$ cat src/rtl/neocore_pkg.sv
// Shared writeback types: load-queue entry layout, default queue depth, saturating counter helper.
package neocore_pkg;

  localparam int LQ_DEPTH_DEFAULT = 4;

  typedef struct packed {
    logic        valid;
    logic        dead;
    logic [3:0]  rd;
    logic [15:0] data;
  } wb_entry_t;

  function automatic logic [15:0] sat_add16(input logic [15:0] a, input logic [15:0] b);
    logic [16:0] s;
    s = {1'b0, a} + {1'b0, b};
    return s[16] ? 16'hFFFF : s[15:0];
  endfunction

endpackage

$ cat src/rtl/wb_load_queue.sv
// Circular load-response queue with per-entry squash against same-cycle pipe destinations.
// WB_PERF_CNT_EN adds a newly-squashed entry count output.
module wb_load_queue
  import neocore_pkg::*;
#(
  parameter int LQ_DEPTH = LQ_DEPTH_DEFAULT
) (
  input  logic                      clk,
  input  logic                      rst,
  input  logic                      i_push,
  input  wb_entry_t                 i_push_entry,
  input  logic [1:0]                i_pop_cnt,
  input  logic [1:0]                i_sq_vld,
  input  logic [1:0][3:0]           i_sq_rd,
  output wb_entry_t                 o_head0,
  output wb_entry_t                 o_head1,
  output logic [$clog2(LQ_DEPTH):0] o_count,
  output logic                      o_ready
`ifdef WB_PERF_CNT_EN
  ,
  output logic [$clog2(LQ_DEPTH):0] o_new_dead
`endif
);

  localparam int PW = $clog2(LQ_DEPTH);
  localparam int CW = PW + 1;
  localparam logic [CW-1:0] DEPTH_C = CW'(LQ_DEPTH);

  wb_entry_t         r_q [LQ_DEPTH];
  logic [PW-1:0]     r_head, r_tail;
  logic [CW-1:0]     r_count;
  logic              r_ready;

  logic [PW-1:0]       w_head1_idx;
  logic [LQ_DEPTH-1:0] w_hit, w_pop;
  logic [CW-1:0]       w_count_nxt;

  assign w_head1_idx = r_head + PW'(1);

  // Squash is applied combinationally so an entry granted this very cycle already sees it.
  for (genvar i = 0; i < LQ_DEPTH; i++) begin : g_ent
    assign w_hit[i] = r_q[i].valid &
                      ((i_sq_vld[0] && (r_q[i].rd == i_sq_rd[0])) ||
                       (i_sq_vld[1] && (r_q[i].rd == i_sq_rd[1])));
    assign w_pop[i] = ((i_pop_cnt != 2'd0) && (r_head == PW'(i))) ||
                      ((i_pop_cnt == 2'd2) && (w_head1_idx == PW'(i)));
  end

  always_comb begin
    o_head0      = r_q[r_head];
    o_head0.dead = r_q[r_head].dead | w_hit[r_head];
    o_head1      = r_q[w_head1_idx];
    o_head1.dead = r_q[w_head1_idx].dead | w_hit[w_head1_idx];
  end

`ifdef WB_PERF_CNT_EN
  always_comb begin
    o_new_dead = '0;
    for (int i = 0; i < LQ_DEPTH; i++)
      o_new_dead = o_new_dead + CW'(w_hit[i] & ~r_q[i].dead);
  end
`endif

  assign w_count_nxt = r_count + CW'(i_push) - CW'(i_pop_cnt);

  always_ff @(posedge clk) begin
    if (rst) begin
      for (int i = 0; i < LQ_DEPTH; i++) r_q[i] <= '0;
      r_head  <= '0;
      r_tail  <= '0;
      r_count <= '0;
      r_ready <= 1'b0;
    end else begin
      for (int i = 0; i < LQ_DEPTH; i++) begin
        if (w_pop[i])      r_q[i].valid <= 1'b0;
        else if (w_hit[i]) r_q[i].dead  <= 1'b1;
      end
      // Push only happens with a free slot, so the tail never aliases a popped entry.
      if (i_push) begin
        r_q[r_tail] <= i_push_entry;
        r_tail      <= r_tail + PW'(1);
      end
      r_head  <= r_head + PW'(i_pop_cnt);
      r_count <= w_count_nxt;
      r_ready <= (w_count_nxt < DEPTH_C);
    end
  end

  assign o_count = r_count;
  assign o_ready = r_ready;

endmodule

$ cat src/rtl/writeback_unit.sv
// Two-port register-file writeback: pipes own their ports, loads fill free ports via bypass or queue.
// WB_PERF_CNT_EN adds saturating load-stall and squash counters.
module writeback_unit
  import neocore_pkg::*;
#(
  parameter int LQ_DEPTH = LQ_DEPTH_DEFAULT
) (
  input  logic                      clk,
  input  logic                      rst,
  input  logic                      p0_valid,
  input  logic [3:0]                p0_rd,
  input  logic [15:0]               p0_data,
  input  logic                      p1_valid,
  input  logic [3:0]                p1_rd,
  input  logic [15:0]               p1_data,
  input  logic                      ld_valid,
  output logic                      ld_ready,
  input  logic [3:0]                ld_rd,
  input  logic [15:0]               ld_data,
  output logic [3:0]                rd_addr_0,
  output logic [3:0]                rd_addr_1,
  output logic [15:0]               rd_data_0,
  output logic [15:0]               rd_data_1,
  output logic                      rd_we_0,
  output logic                      rd_we_1,
  output logic [$clog2(LQ_DEPTH):0] lq_count
`ifdef WB_PERF_CNT_EN
  ,
  output logic [15:0]               perf_ld_stall,
  output logic [15:0]               perf_squash
`endif
);

  logic        r_we0, r_we1;
  logic [3:0]  r_addr0, r_addr1;
  logic [15:0] r_data0, r_data1;

  logic        w_we0, w_we1;
  logic [3:0]  w_addr0, w_addr1;
  logic [15:0] w_data0, w_data1;
  logic [1:0]  w_grant, w_pop_cnt;
  logic        w_ld_acc, w_ld_dead, w_qempty, w_push;
  wb_entry_t   w_head0, w_head1, w_ld_ent, w_c0, w_c1;

  assign w_ld_acc  = ld_valid & ld_ready;
  assign w_ld_dead = (p0_valid && (p0_rd == ld_rd)) || (p1_valid && (p1_rd == ld_rd));
  assign w_qempty  = (lq_count == '0);

  always_comb begin
    w_ld_ent       = '0;
    w_ld_ent.valid = 1'b1;
    w_ld_ent.dead  = w_ld_dead;
    w_ld_ent.rd    = ld_rd;
    w_ld_ent.data  = ld_data;
  end

  // Candidates oldest-first: queue head, next entry; the incoming load only bypasses an empty queue.
  always_comb begin
    w_c0 = '0;
    w_c1 = '0;
    if (!w_qempty) begin
      w_c0       = w_head0;
      w_c0.valid = w_head0.valid;
      if (lq_count > 1) w_c1 = w_head1;
    end else if (w_ld_acc) begin
      w_c0 = w_ld_ent;
    end
  end

  always_comb begin
    w_we0 = 1'b0; w_addr0 = '0; w_data0 = '0;
    w_we1 = 1'b0; w_addr1 = '0; w_data1 = '0;
    w_grant = 2'd0;
    if (p0_valid) begin
      w_we0 = 1'b1; w_addr0 = p0_rd; w_data0 = p0_data;
    end else if (w_c0.valid) begin
      w_we0 = ~w_c0.dead; w_addr0 = w_c0.rd; w_data0 = w_c0.data;
      w_grant = 2'd1;
    end
    if (p1_valid) begin
      w_we1 = 1'b1; w_addr1 = p1_rd; w_data1 = p1_data;
    end else if (p0_valid) begin
      if (w_c0.valid) begin
        w_we1 = ~w_c0.dead; w_addr1 = w_c0.rd; w_data1 = w_c0.data;
        w_grant = 2'd1;
      end
    end else if (w_c1.valid) begin
      // Older entry already on port 0; younger lands on port 1 which wins in the register file.
      w_we1 = ~w_c1.dead; w_addr1 = w_c1.rd; w_data1 = w_c1.data;
      w_grant = 2'd2;
    end
  end

  assign w_pop_cnt = w_qempty ? 2'd0 : w_grant;
  assign w_push    = w_ld_acc & ~(w_qempty & (w_grant != 2'd0));

`ifdef WB_PERF_CNT_EN
  logic [$clog2(LQ_DEPTH):0] w_q_new_dead;
`endif

  wb_load_queue #(.LQ_DEPTH(LQ_DEPTH)) u_lq (
    .clk          (clk),
    .rst          (rst),
    .i_push       (w_push),
    .i_push_entry (w_ld_ent),
    .i_pop_cnt    (w_pop_cnt),
    .i_sq_vld     ({p1_valid, p0_valid}),
    .i_sq_rd      ({p1_rd, p0_rd}),
    .o_head0      (w_head0),
    .o_head1      (w_head1),
    .o_count      (lq_count),
    .o_ready      (ld_ready)
`ifdef WB_PERF_CNT_EN
    ,
    .o_new_dead   (w_q_new_dead)
`endif
  );

  always_ff @(posedge clk) begin
    if (rst) begin
      r_we0 <= 1'b0; r_addr0 <= '0; r_data0 <= '0;
      r_we1 <= 1'b0; r_addr1 <= '0; r_data1 <= '0;
    end else begin
      r_we0 <= w_we0; r_addr0 <= w_addr0; r_data0 <= w_data0;
      r_we1 <= w_we1; r_addr1 <= w_addr1; r_data1 <= w_data1;
    end
  end

  assign rd_we_0   = r_we0;
  assign rd_we_1   = r_we1;
  assign rd_addr_0 = r_addr0;
  assign rd_addr_1 = r_addr1;
  assign rd_data_0 = r_data0;
  assign rd_data_1 = r_data1;

`ifdef WB_PERF_CNT_EN
  logic [15:0] r_perf_stall, r_perf_squash;

  always_ff @(posedge clk) begin
    if (rst) begin
      r_perf_stall  <= '0;
      r_perf_squash <= '0;
    end else begin
      r_perf_stall  <= sat_add16(r_perf_stall, 16'(ld_valid & ~ld_ready));
      r_perf_squash <= sat_add16(r_perf_squash,
                                 16'(w_q_new_dead) + 16'(w_ld_acc & w_ld_dead));
    end
  end

  assign perf_ld_stall = r_perf_stall;
  assign perf_squash   = r_perf_squash;
`endif

endmodule

$ cat config.mk
export PLATFORM = sky130hd
export DESIGN_NAME = writeback_unit
export DESIGN_NICKNAME = d
export VERILOG_FILES = /design/src/rtl/neocore_pkg.sv /design/src/rtl/wb_load_queue.sv /design/src/rtl/writeback_unit.sv
export SDC_FILE = /design/constraint.sdc
export NUM_CORES = 1
export LEC_CHECK = 0
export CAP_MARGIN = 10
export CORE_MARGIN = 10
export CORE_UTILIZATION = 55
export CTS_BUF_LIST = sky130_fd_sc_hd__clkbuf_16
export DETAILED_ROUTE_END_ITERATION = 7
export PLACE_DENSITY = 0.8
export SLEW_MARGIN = 10
export SYNTH_ARGS = -nofsm -noshare
export SYNTH_HDL_FRONTEND = slang
export SYNTH_HIERARCHICAL = 1
export SYNTH_SLANG_ARGS = --single-unit
$ cat constraint.sdc
create_clock -name clk -period 5.9 [get_ports clk]
set_clock_uncertainty 0.1 [all_clocks]
set_input_delay 1.18 -clock clk [delete_from_list [all_inputs] [get_ports clk]]
set_output_delay 1.18 -clock clk [all_outputs]
set_load 0.05 [all_outputs]
==> flow_metrics.py, run 1 <==
metrics = {
    "sta": {
        "finalMaxSlewViolations": 0,
        "fin_tns_setup_ns": 0,
        "rsz0062_at_grt": "no",
        "finalCriticalPeriod_ns": 4.324,
        "layout_setup_ws_ns": 1.576,
        "final_hold_viol_count": 0,
        "period_share_pct": 73.28,
        "slew_headroom_pct": 17.23,
        "tightest_slew_ns": 1.237,
        "timing.fmax_mhz": 231.3,
        "setup_violations": 0,
        "whs_ns": 0.4544,
    },
    "logic_synthesis": {
        "synth-edff-count": 85,
        "synth_most_common_cell": "edfxtp_1",
        "synth_top_area_cell": "edfxtp_1",
        "synthTopCellsByArea": "edfxtp_1, dfxtp_1, mux4_2",
        "ys.flop_type": "edfxtp_1",
        "syn_avg_cell_area_um2": 11.93,
        "yosys.cell_types.count": 42,
        "ys_warn_count": 6,
        "syn_area_um2": 7442,
        "synth_common_cells": "edfxtp_1, and3_1, dfxtp_1, nand2_1, mux4_2",
        "synthArstFlopShare_pct": 0,
        "synth_top_area_share_pct": 34.30,
        "yosysSeqAreaShare_pct": 48.55,
        "synth_seq_cells": 138,
        "syn_inst": 624,
    },
    "floorplanning": {
        "pin_count": 111,
        "rows": 42,
        "core-area_um2": 13240,
        "design.die.area_um2": 18580,
        "die_w_um": 136.3,
        "die_y_um": 136.3,
        "initial_core_util_pct": 56.20,
    },
    "drt": {
        "drc": 0,
        "drt_iter0_drc": 713,
        "drt-pass1-iter-count": 7,
        "num_vias": 5804,
        "wl_mm": 22.23,
        "wl_per_cell_um": 24.67,
        "ant_nets": 0,
        "vias_per_cell": 6.442,
    },
    "cts": {
        "cts_root_buffer": "clkbuf_16",
        "htree_levels": 4,
        "cts_tree": "done",
        "cts_buffers": 17,
        "post_cts.repair.setup_buffers": 0,
        "cts_resized": 0,
        "clockBufferDepth": 2,
        "clk_pin_slew_ns": 0.06,
        "clock-sinks": 138,
        "clock_latency_ns": 0.43,
        "ctsHoldBuffers": 0,
    },
    "global_routing": {
        "grtUsageMet2_pct": 36.66,
        "grt_pass1_wl_mm": 34.04,
        "grtUsageMet3_pct": 6.863,
        "use_met1_pct": 32.54,
        "grt.busiest_layer": "met2",
        "track_usage_pct": 24.13,
        "antenna_found_initial": 1,
        "grt_overflow_total": 0,
        "grt_max_degree": 85,
        "grt_pass1_vias": 5838,
    },
    "power": {
        "max-vdd-ir-drop_mv": 0.2227,
        "power.total_mw": 3.490,
        "leakage_nw": 3.539,
        "powerDensity_nw_per_um2": 379.5,
    },
    "critical_path": {
        "path_buf_inv": 3,
        "ff2ff_setup_slack_ns": 1.58,
        "required_ns": 6.09,
        "path_cells": "buf_4 > mux4_2 > nand2b_1 > o311a_1 > ha_1 > inv_1 > ha_1 > inv_1 > fa_1 > xor2_1 > xnor2_1 > nor2b_1",
        "end_kind": "flip-flop",
        "cp_top_family": "simple AND/OR/NAND/NOR gates",
        "arrival_ns": 4.51,
        "crit_type": "flip-flop to flip-flop",
        "cp_slowest_stage_delay_ns": 0.72,
        "cp-start-kind": "flip-flop",
        "worst_path_max_delay_cell": "nand2b_1",
        "critPathMaxFanout": 46,
    },
    "run": {
        "maxCapViolations": 0,
    },
    "place": {
        "placed_area_um2": 8628,
        "port_buffers": 110,
        "hpwlAfterDp_mm": 14.38,
        "dpl.cell_count": 869,
        "pre_cts_ws_ns": 1.436,
        "routabilityCongestion": 0.8785,
    },
    "status": {
        "status": "finished clean",
    },
    "final_layout": {
        "n_fill_cell": 935,
        "fin_area_um2": 9198,
        "syn_to_final_growth_pct": 23.59,
        "drive_gt1_share_pct": 14.07,
        "n_antenna_cell": 0,
        "stdcell_count": 901,
        "nNetsFinal": 790,
        "final_util_pct": 69.45,
    },
    "worst_hold_path": {
        "hold_path_class": "flip-flop to flip-flop",
    },
}
-- layout by cell type (no fill, tap or decap), types with 6 or more instances in the layout --
cell type and n:
a21oi_1 24, a221oi_1 13, a221oi_2 7, a32o_1 21
and3_1 84, buf_4 13, clkbuf_16 18, clkdlybuf4s50_1 108
dfxtp_1 52, edfxtp_1 85, ha_1 12, inv_1 12
mux4_2 44, nand2_1 49, nand3_1 9, nor2_1 32
nor2b_1 8, nor4_1 6, nor4b_1 20, o22ai_1 6
xnor2_1 21, xor2_1 24
-- kinds of logic (layout without fill, tap and decap cells) --
| group | Yosys count | count (layout) | synth area share, % |
|---|---|---|---|
| xor+xnor | 45 | 45 | 5.296 |
| other cells | 1 | 4 | 0.05039 |
| simple gates | 225 | 225 | 16.80 |
| flops | 138 | 138 | 48.55 |
| mux | 45 | 45 | 13.45 |
| buf+inv | 69 | 167 | 3.867 |
| fa+ha+maj | 13 | 13 | 2.286 |
| compound gates | 88 | 88 | 9.701 |
-- registers in the layout, summed over array words and instances, names as in the netlist --
| register | flops |
|---|---|
| u_lq/o_count | 3 |
| rd_data_1 | 16 |
| rd_data_0 | 16 |
| rd_we_0 | 1 |
| u_lq/r_q | 88 |
| rd_we_1 | 1 |
| rd_addr_0 | 4 |
| rd_addr_1 | 4 |
| u_lq/r_tail | 2 |
| u_lq/o_ready | 1 |
| u_lq/r_head | 2 |
-- path summary, 6_finish.rpt --
check,depth (start not counted),endpoint,startpoint
worst max-delay path,12,u_lq/o_ready$_SDFF_PP0_,u_lq/r_head[0]$_SDFF_PP0_
worst min-delay path,2,u_lq/r_q[0][20]$_DFF_P_,u_lq/r_q[0][20]$_DFF_P_
worst max register to register,12,u_lq/o_ready$_SDFF_PP0_,u_lq/r_head[0]$_SDFF_PP0_
worst min register to register,2,u_lq/r_q[0][20]$_DFF_P_,u_lq/r_q[0][20]$_DFF_P_
-- tightest hold or removal path, cell delays in order, from the launching register on --
cell and delay (ns):
dfxtp_1 0.32, a21oi_1 0.11, a211oi_1 0.08
-- layer usage --
metal  up-vias  part of all wire [%]
li1       2578                     -
met1      2850                    42
met2       343                    46
met3        31                    10
met4         2                   1.7
met5         -                 0.054
-- area by class of cell --
class / instances / area [um^2] / area share [%]
clock buffer: 18 / 450.4 / 4.897
multi-input combinational: 420 / 3560 / 38.70
inverter: 12 / 45.04 / 0.4897
sequential: 138 / 3615 / 39.30
timing repair buffer: 123 / 1189 / 12.92
tap: 176 / 220.2 / 2.394
clock inverter: 14 / 118.9 / 1.292
-- power by group --
| part | switching (mW) | total (mW) | internal [mW] | leakage [nW] |
|---|---|---|---|---|
| combinational | 0.772 | 1.27 | 0.497 | 1.93 |
| clock | 0.423 | 1.03 | 0.605 | 0.290 |
| sequential | 0.0668 | 1.19 | 1.13 | 1.32 |
(Power assumes the default switching activity.)
==> run 2: changes to the inputs <==
clock period = 4.2 ns   (was 5.9 ns; I/O delays follow)
==> run 2 against run 1 <==
  * Register-to-register slack worse by 0.63 ns
  * Sequential share of layout area is 0.28 points lower
  * Highest routed layer is now met4
  * Setup slack worse by 0.65 ns
  * Final area is 0.72% higher
  * Flip-flop and latch count stayed put
  * Via count is 2.6% higher
  * Worst hold slack better by 0.0013 ns
  * First-iteration DRC count is 0.42% higher
  * Clock power is 38% higher
  * Cell count is 1.1% higher
  * Non-clock buffer count is 10 higher
  * Critical endpoint is now rd_we_1$_SDFF_PP0_
==> flow_metrics.py, run 2 (synthesis results as in run 1) <==
metrics = {
    "sta": {
        "timing.fmax_mhz": 305.1,
        "final_hold_viol_count": 0,
        "period_share_pct": 78.05,
        "layout_setup_ws_ns": 0.9220,
        "rsz0062_at_grt": "no",
        "tightest_slew_ns": 1.016,
        "finalMaxSlewViolations": 0,
        "slew_headroom_pct": 32.29,
        "finalCriticalPeriod_ns": 3.278,
        "setup_violations": 0,
        "fin_tns_setup_ns": 0,
    },
    "power": {
        "comb_power_share_pct": 37.0,
        "leakage_nw": 3.586,
        "seqPwrFrac_pct": 34.2,
        "intPower_mw": 3.128,
        "max-vdd-ir-drop_mv": 0.3835,
        "p_switching_mw": 1.798,
        "power.total_mw": 4.926,
        "powerDensity_nw_per_um2": 531.7,
        "clockPowerShare_pct": 28.8,
        "p_sw_share_pct": 36.50,
    },
    "cts": {
        "cts_tree": "done",
        "cts_buffers": 17,
        "clockBufferDepth": 2,
        "post_cts.repair.setup_buffers": 0,
        "cts_resized": 0,
        "clock_latency_ns": 0.42,
        "ctsHoldBuffers": 0,
        "cts_root_buffer": "clkbuf_16",
        "htree_levels": 4,
        "clk_pin_slew_ns": 0.06,
        "clock-sinks": 138,
    },
    "drt": {
        "ant_nets": 0,
        "wl_per_cell_um": 25.32,
        "drc": 0,
        "vias_per_cell": 6.539,
        "drt-pass1-iter-count": 6,
        "wl_mm": 23.07,
        "num_vias": 5957,
        "drt_iter0_drc": 716,
    },
    "worst_hold_path": {
        "hold_path_class": "flip-flop to flip-flop",
        "hold_start": "u_lq/r_q[2][20]$_DFF_P_",
        "hold_path_depth": 2,
        "min_to": "u_lq/r_q[2][20]$_DFF_P_",
    },
    "critical_path": {
        "worst_path_max_delay_cell": "clkdlybuf4s50_1",
        "r2r_cells": 13,
        "cpMostUsedCell": "or3_1",
        "cp-start-kind": "input pin",
        "path_cells": "clkdlybuf4s50_1 > xor2_1 > nor4_1 > or3_1 > mux4_2 > nor2b_1 > or3_1 > o32ai_2",
        "cp_slowest_stage_delay_ns": 0.67,
        "rr_endpoint": "u_lq/o_ready$_SDFF_PP0_",
        "crit_type": "input pin to flip-flop",
        "critPathMaxFanout": 6,
        "end_kind": "flip-flop",
        "required_ns": 4.43,
        "arrival_ns": 3.51,
        "rr_startpoint": "u_lq/r_head[1]$_SDFF_PP0_",
        "ff2ff_setup_slack_ns": 0.95,
    },
    "final_layout": {
        "drive_gt1_share_pct": 14.97,
        "final_common_cell": "clkdlybuf4s50_1",
        "largest_register_ffs": 88,
        "top_register": "u_lq/r_q",
        "syn_to_final_growth_pct": 24.48,
        "n_antenna_cell": 0,
        "final_util_pct": 69.95,
        "layout_common_cells": "clkdlybuf4s50_1, edfxtp_1, and3_1",
        "fin_area_um2": 9264,
        "nNetsFinal": 800,
    },
    "place": {
        "port_buffers": 110,
        "placed_area_um2": 8703,
        "pre_cts_ws_ns": 0.5475,
        "hpwlAfterDp_mm": 15.43,
        "routabilityCongestion": 0.8844,
    },
    "floorplanning": {
        "design.die.area_um2": 18580,
        "rows": 42,
        "die_y_um": 136.3,
        "pin_count": 111,
        "initial_core_util_pct": 56.20,
        "core-area_um2": 13240,
        "die_w_um": 136.3,
    },
    "global_routing": {
        "grt_max_degree": 85,
        "grt_pass1_wl_mm": 34.47,
        "grt_pass1_vias": 5807,
        "grt_overflow_total": 0,
        "track_usage_pct": 24.53,
        "antenna_found_initial": 0,
    },
    "status": {
        "status": "finished clean",
    },
    "run": {
        "maxCapViolations": 0,
    },
}
## run 2: cell count changes in the layout (fill, tap and decap cells not counted), sizes merged
cell | previous run | this run
inv | 17 | 19
clkinv | 8 | 6
buf | 15 | 25
bufinv | 1 | 0
clkbuf | 18 | 19
## run 2: layer usage
layer  vias up  wire length (um)  global-route usage [%]  part of all wire (%)
li1       2588                 -                       -                     -
met1      2969              9653                   33.59                    42
met2       362             10470                   37.34                    45
met3        38              2629                   7.343                    11
met4         0               315                   6.213                   1.4
met5         -                 0                       0                     0
## run 2: final cells by class
cell class | instances | area, um^2
Clock buffer | 19 | 475.5
Clock inverter | 13 | 85.08
Fill cell | 959 | 3979
Inverter | 12 | 45.04
Multi-Input combinational cell | 420 | 3560
Sequential cell | 138 | 3615
Tap cell | 176 | 220.2
Timing Repair Buffer | 133 | 1264
## run 2: stage by stage
| stage | cells | hold WS, ns |
|---|---|---|
| 2_1_floorplan | 627 | 0.4069 |
| 3_3_place_gp | 879 | 0.4284 |
| 5_1_grt | 911 | 0.4756 |
| 6_report | 911 | 0.4557 |
| 4_1_cts | 911 | 0.4543 |
| 3_5_place_dp | 879 | 0.4431 |
## run 2: how the worst max path moves through the flow
stage / from / endpoint / slack [ns]
after floorplan: u_lq/r_head[1]$_SDFF_PP0_ / u_lq/o_ready$_SDFF_PP0_ / 0.05
after global placement: p0_rd[3] / rd_we_1$_SDFF_PP0_ / 0.60
after detailed placement: p0_rd[0] / rd_we_1$_SDFF_PP0_ / 0.55
after CTS: u_lq/r_head[1]$_SDFF_PP0_ / u_lq/o_ready$_SDFF_PP0_ / 0.95
after global routing: u_lq/r_head[1]$_SDFF_PP0_ / u_lq/o_ready$_SDFF_PP0_ / 0.80
final: p0_rd[0] / rd_we_1$_SDFF_PP0_ / 0.92
## run 2: worst max-delay path: cells and delay by family
| family | cells | cell delay [ns] |
|---|---|---|
| multiplexers | 1 | 0.46 |
| AO/OA/AOI/OAI | 1 | 0.26 |
| XOR/XNOR | 1 | 0.28 |
| AND/OR/NAND/NOR | 4 | 0.99 |
| buffers and inverters | 1 | 0.67 |
## run 2: power by group through the flow
stage                     registers, mW  logic [mW]  clock network [mW]
after floorplan                    1.88        1.02                   0
after global placement             1.71        1.77                   0
after detailed placement           1.71        1.78                   0
after CTS                          1.68        1.80                1.43
after global routing               1.70        1.92                1.49
final                              1.69        1.82                1.42
==> RTL change, RTL diff (flow settings as in run 2) <==
`r_addr0`, `r_data0`, `r_addr1` and `r_data1` no longer have a reset.
--- a/src/rtl/writeback_unit.sv
+++ b/src/rtl/writeback_unit.sv
@@ -120,8 +120,15 @@
     if (rst) begin
-      r_we0 <= 1'b0; r_addr0 <= '0; r_data0 <= '0;
-      r_we1 <= 1'b0; r_addr1 <= '0; r_data1 <= '0;
+      r_we0 <= 1'b0; 
+      r_we1 <= 1'b0; 
     end else begin
-      r_we0 <= w_we0; r_addr0 <= w_addr0; r_data0 <= w_data0;
-      r_we1 <= w_we1; r_addr1 <= w_addr1; r_data1 <= w_data1;
+      r_we0 <= w_we0; 
+      r_we1 <= w_we1; 
     end
+  end
+
+  always_ff @(posedge clk) begin
+    r_addr0 <= w_addr0;
+    r_data0 <= w_data0;
+    r_addr1 <= w_addr1;
+    r_data1 <= w_data1;
   end
Function: changed (a bounded check fails within 4 cycles, from zero or initial values and one cycle with rst high).
==> RTL change against run 2 <==
- worst setup slack got worse by 0.23 ns
- sequential cell count unchanged
- routed wire length decreased by 13%
- worst hold slack got worse by 0.027 ns
- non-clock buffer count decreased by 10
- area after synthesis decreased by 3.5%
- via count decreased by 9.0%
- final area decreased by 3.3%
- power decreased by 4.5%
- highest routed layer is now met5
==> RTL change: results (changes against run 2) <==
Run status
  • Run status: finished, final reports clean

Clocking
  • Post-cts hold buffer count: 0 (unchanged)
  • Total clock buffers created by CTS: 17 (unchanged)
  • CTS-repair resized insts: 0 (unchanged)

Yosys
  • Post-synthesis compound-gate area fraction: 8.45% (-1.3 points)
  • Top cells by area in the synthesized netlist: sky130_fd_sc_hd__edfxtp_1 36%, sky130_fd_sc_hd__dfxtp_1 15%, sky130_fd_sc_hd__mux4_2 14%
  • Post-synthesis mux area share: 16.9% (+3.5 points)
  • Parity-gate share of the synthesized area counting xor and xnor cells: 4.76% (-0.54 points)
  • Most common library cells after synthesis: 85 x sky130_fd_sc_hd__edfxtp_1, 84 x sky130_fd_sc_hd__and3_1, 53 x sky130_fd_sc_hd__dfxtp_1, 44 x sky130_fd_sc_hd__mux4_2, 31 x sky130_fd_sc_hd__clkbuf_1
  • Number of unique standard cell types used by synthesis: 48 (+14%)
  • Share of the yosys chip area belonging to registers: 50.3% (+1.8 points)
  • Fraction of the mapped netlist area in adder cells: 2.37% (+0.082 points)

Pwr
  • Peak supply drop: 343 uV (-11%)
  • Switching component of the power: 0.00161 W (-11%)
  • Total leakage power: 3.55 nW (-1.0%)
  • Power attributed to combinational cells: 0.00164 W (-9.9%)
  • Sequential share of power: 35.6% (+1.4 points)

GRT
  • Global routing met3 resource utilization: 6.12% (-1.2 points)
  • Number of antenna violations at the first check in global routing: 0 (unchanged)
  • Global-route wire length before repair: 31.0 mm (-10%)
  • M2 GR Usage: 34.4% (-2.9 points)
  • Total routing resource utilization after global routing: 22.0% (-2.5 points)
  • Met1 capacity usage during global routing: 28.5% (-5.1 points)
  • Number of global-route vias before repair: 5,398 (-7.0%)

Worst setup path
  • Worst Path Arrival: 3.77 ns (+0.26 ns)
  • Crit Path Max Fanout: 46 (+40)
  • Cell class contributing the biggest share of worst-path delay: adder cells
  • Critical path's largest stage delay: 0.58 ns (-0.09 ns)
  • Cell at the slowest stage of the critical path: sky130_fd_sc_hd__mux4_2
  • Number of cell instances on the worst register-to-register path: 12 (-1)

Detailed routing
  • DR top layer: met5
  • Total Routed Length: 20.1 mm (-13%)
  • Amount of wire on met2 after detailed routing: 9.41 mm (-10%)
  • Number of search-and-repair iterations in the first detailed-routing pass: 5 (-1)
  • First DRT Iteration DRCs: 641 (-10%)
  • Length of routed met3 wiring: 2.12 mm (-19%)

Final layout
  • Register name with the most flops: u_lq/r_q
  • Final layout net count: 753 (-5.9%)
  • Share of cells above drive strength 1: 17.3% (+2.3 points)

Place
  • Sum of net half-perimeters after detailed placement: 13.8 mm (-11%)
  • Buffers on Ports: 110 (unchanged)
  • Final GP Congestion: 0.923 (+4.4%)

STA
  • Worst slew slack as a fraction of its limit: 49.3% (+17 points)
[RTL change: layout make-up]
class / count / area [um^2]
multi-input cells: 377 / 3310
fillers: 919 / 3770
repair buffers: 123 / 1190
flip-flops and latches: 138 / 3610
clock buffers: 17 / 425
inverters: 18 / 67.6
well taps: 172 / 215
clock inverters: 15 / 126
[RTL change: final timing paths]
| check | from | endpoint | slack (ns) |
|---|---|---|---|
| max | u_lq/r_head[0] | u_lq/o_ready | 0.70 |
| min | u_lq/r_q[1][20] | u_lq/r_q[1][20] | 0.43 |
| min reg2reg | u_lq/r_q[1][20] | u_lq/r_q[1][20] | 0.43 |
| max reg2reg | u_lq/r_head[0] | u_lq/o_ready | 0.70 |
[RTL change: per-stage QoR]
stage | worst slack (ns) | total power [W] | cells
finish | 0.695 | 0.00471 | 860
CTS | 0.672 | 0.00471 | 860
floorplan | 0.221 | 0.00284 | 580
global placement | 0.755 | 0.00329 | 828
global route | 0.472 | 0.00489 | 860
detailed placement | 0.702 | 0.00333 | 828
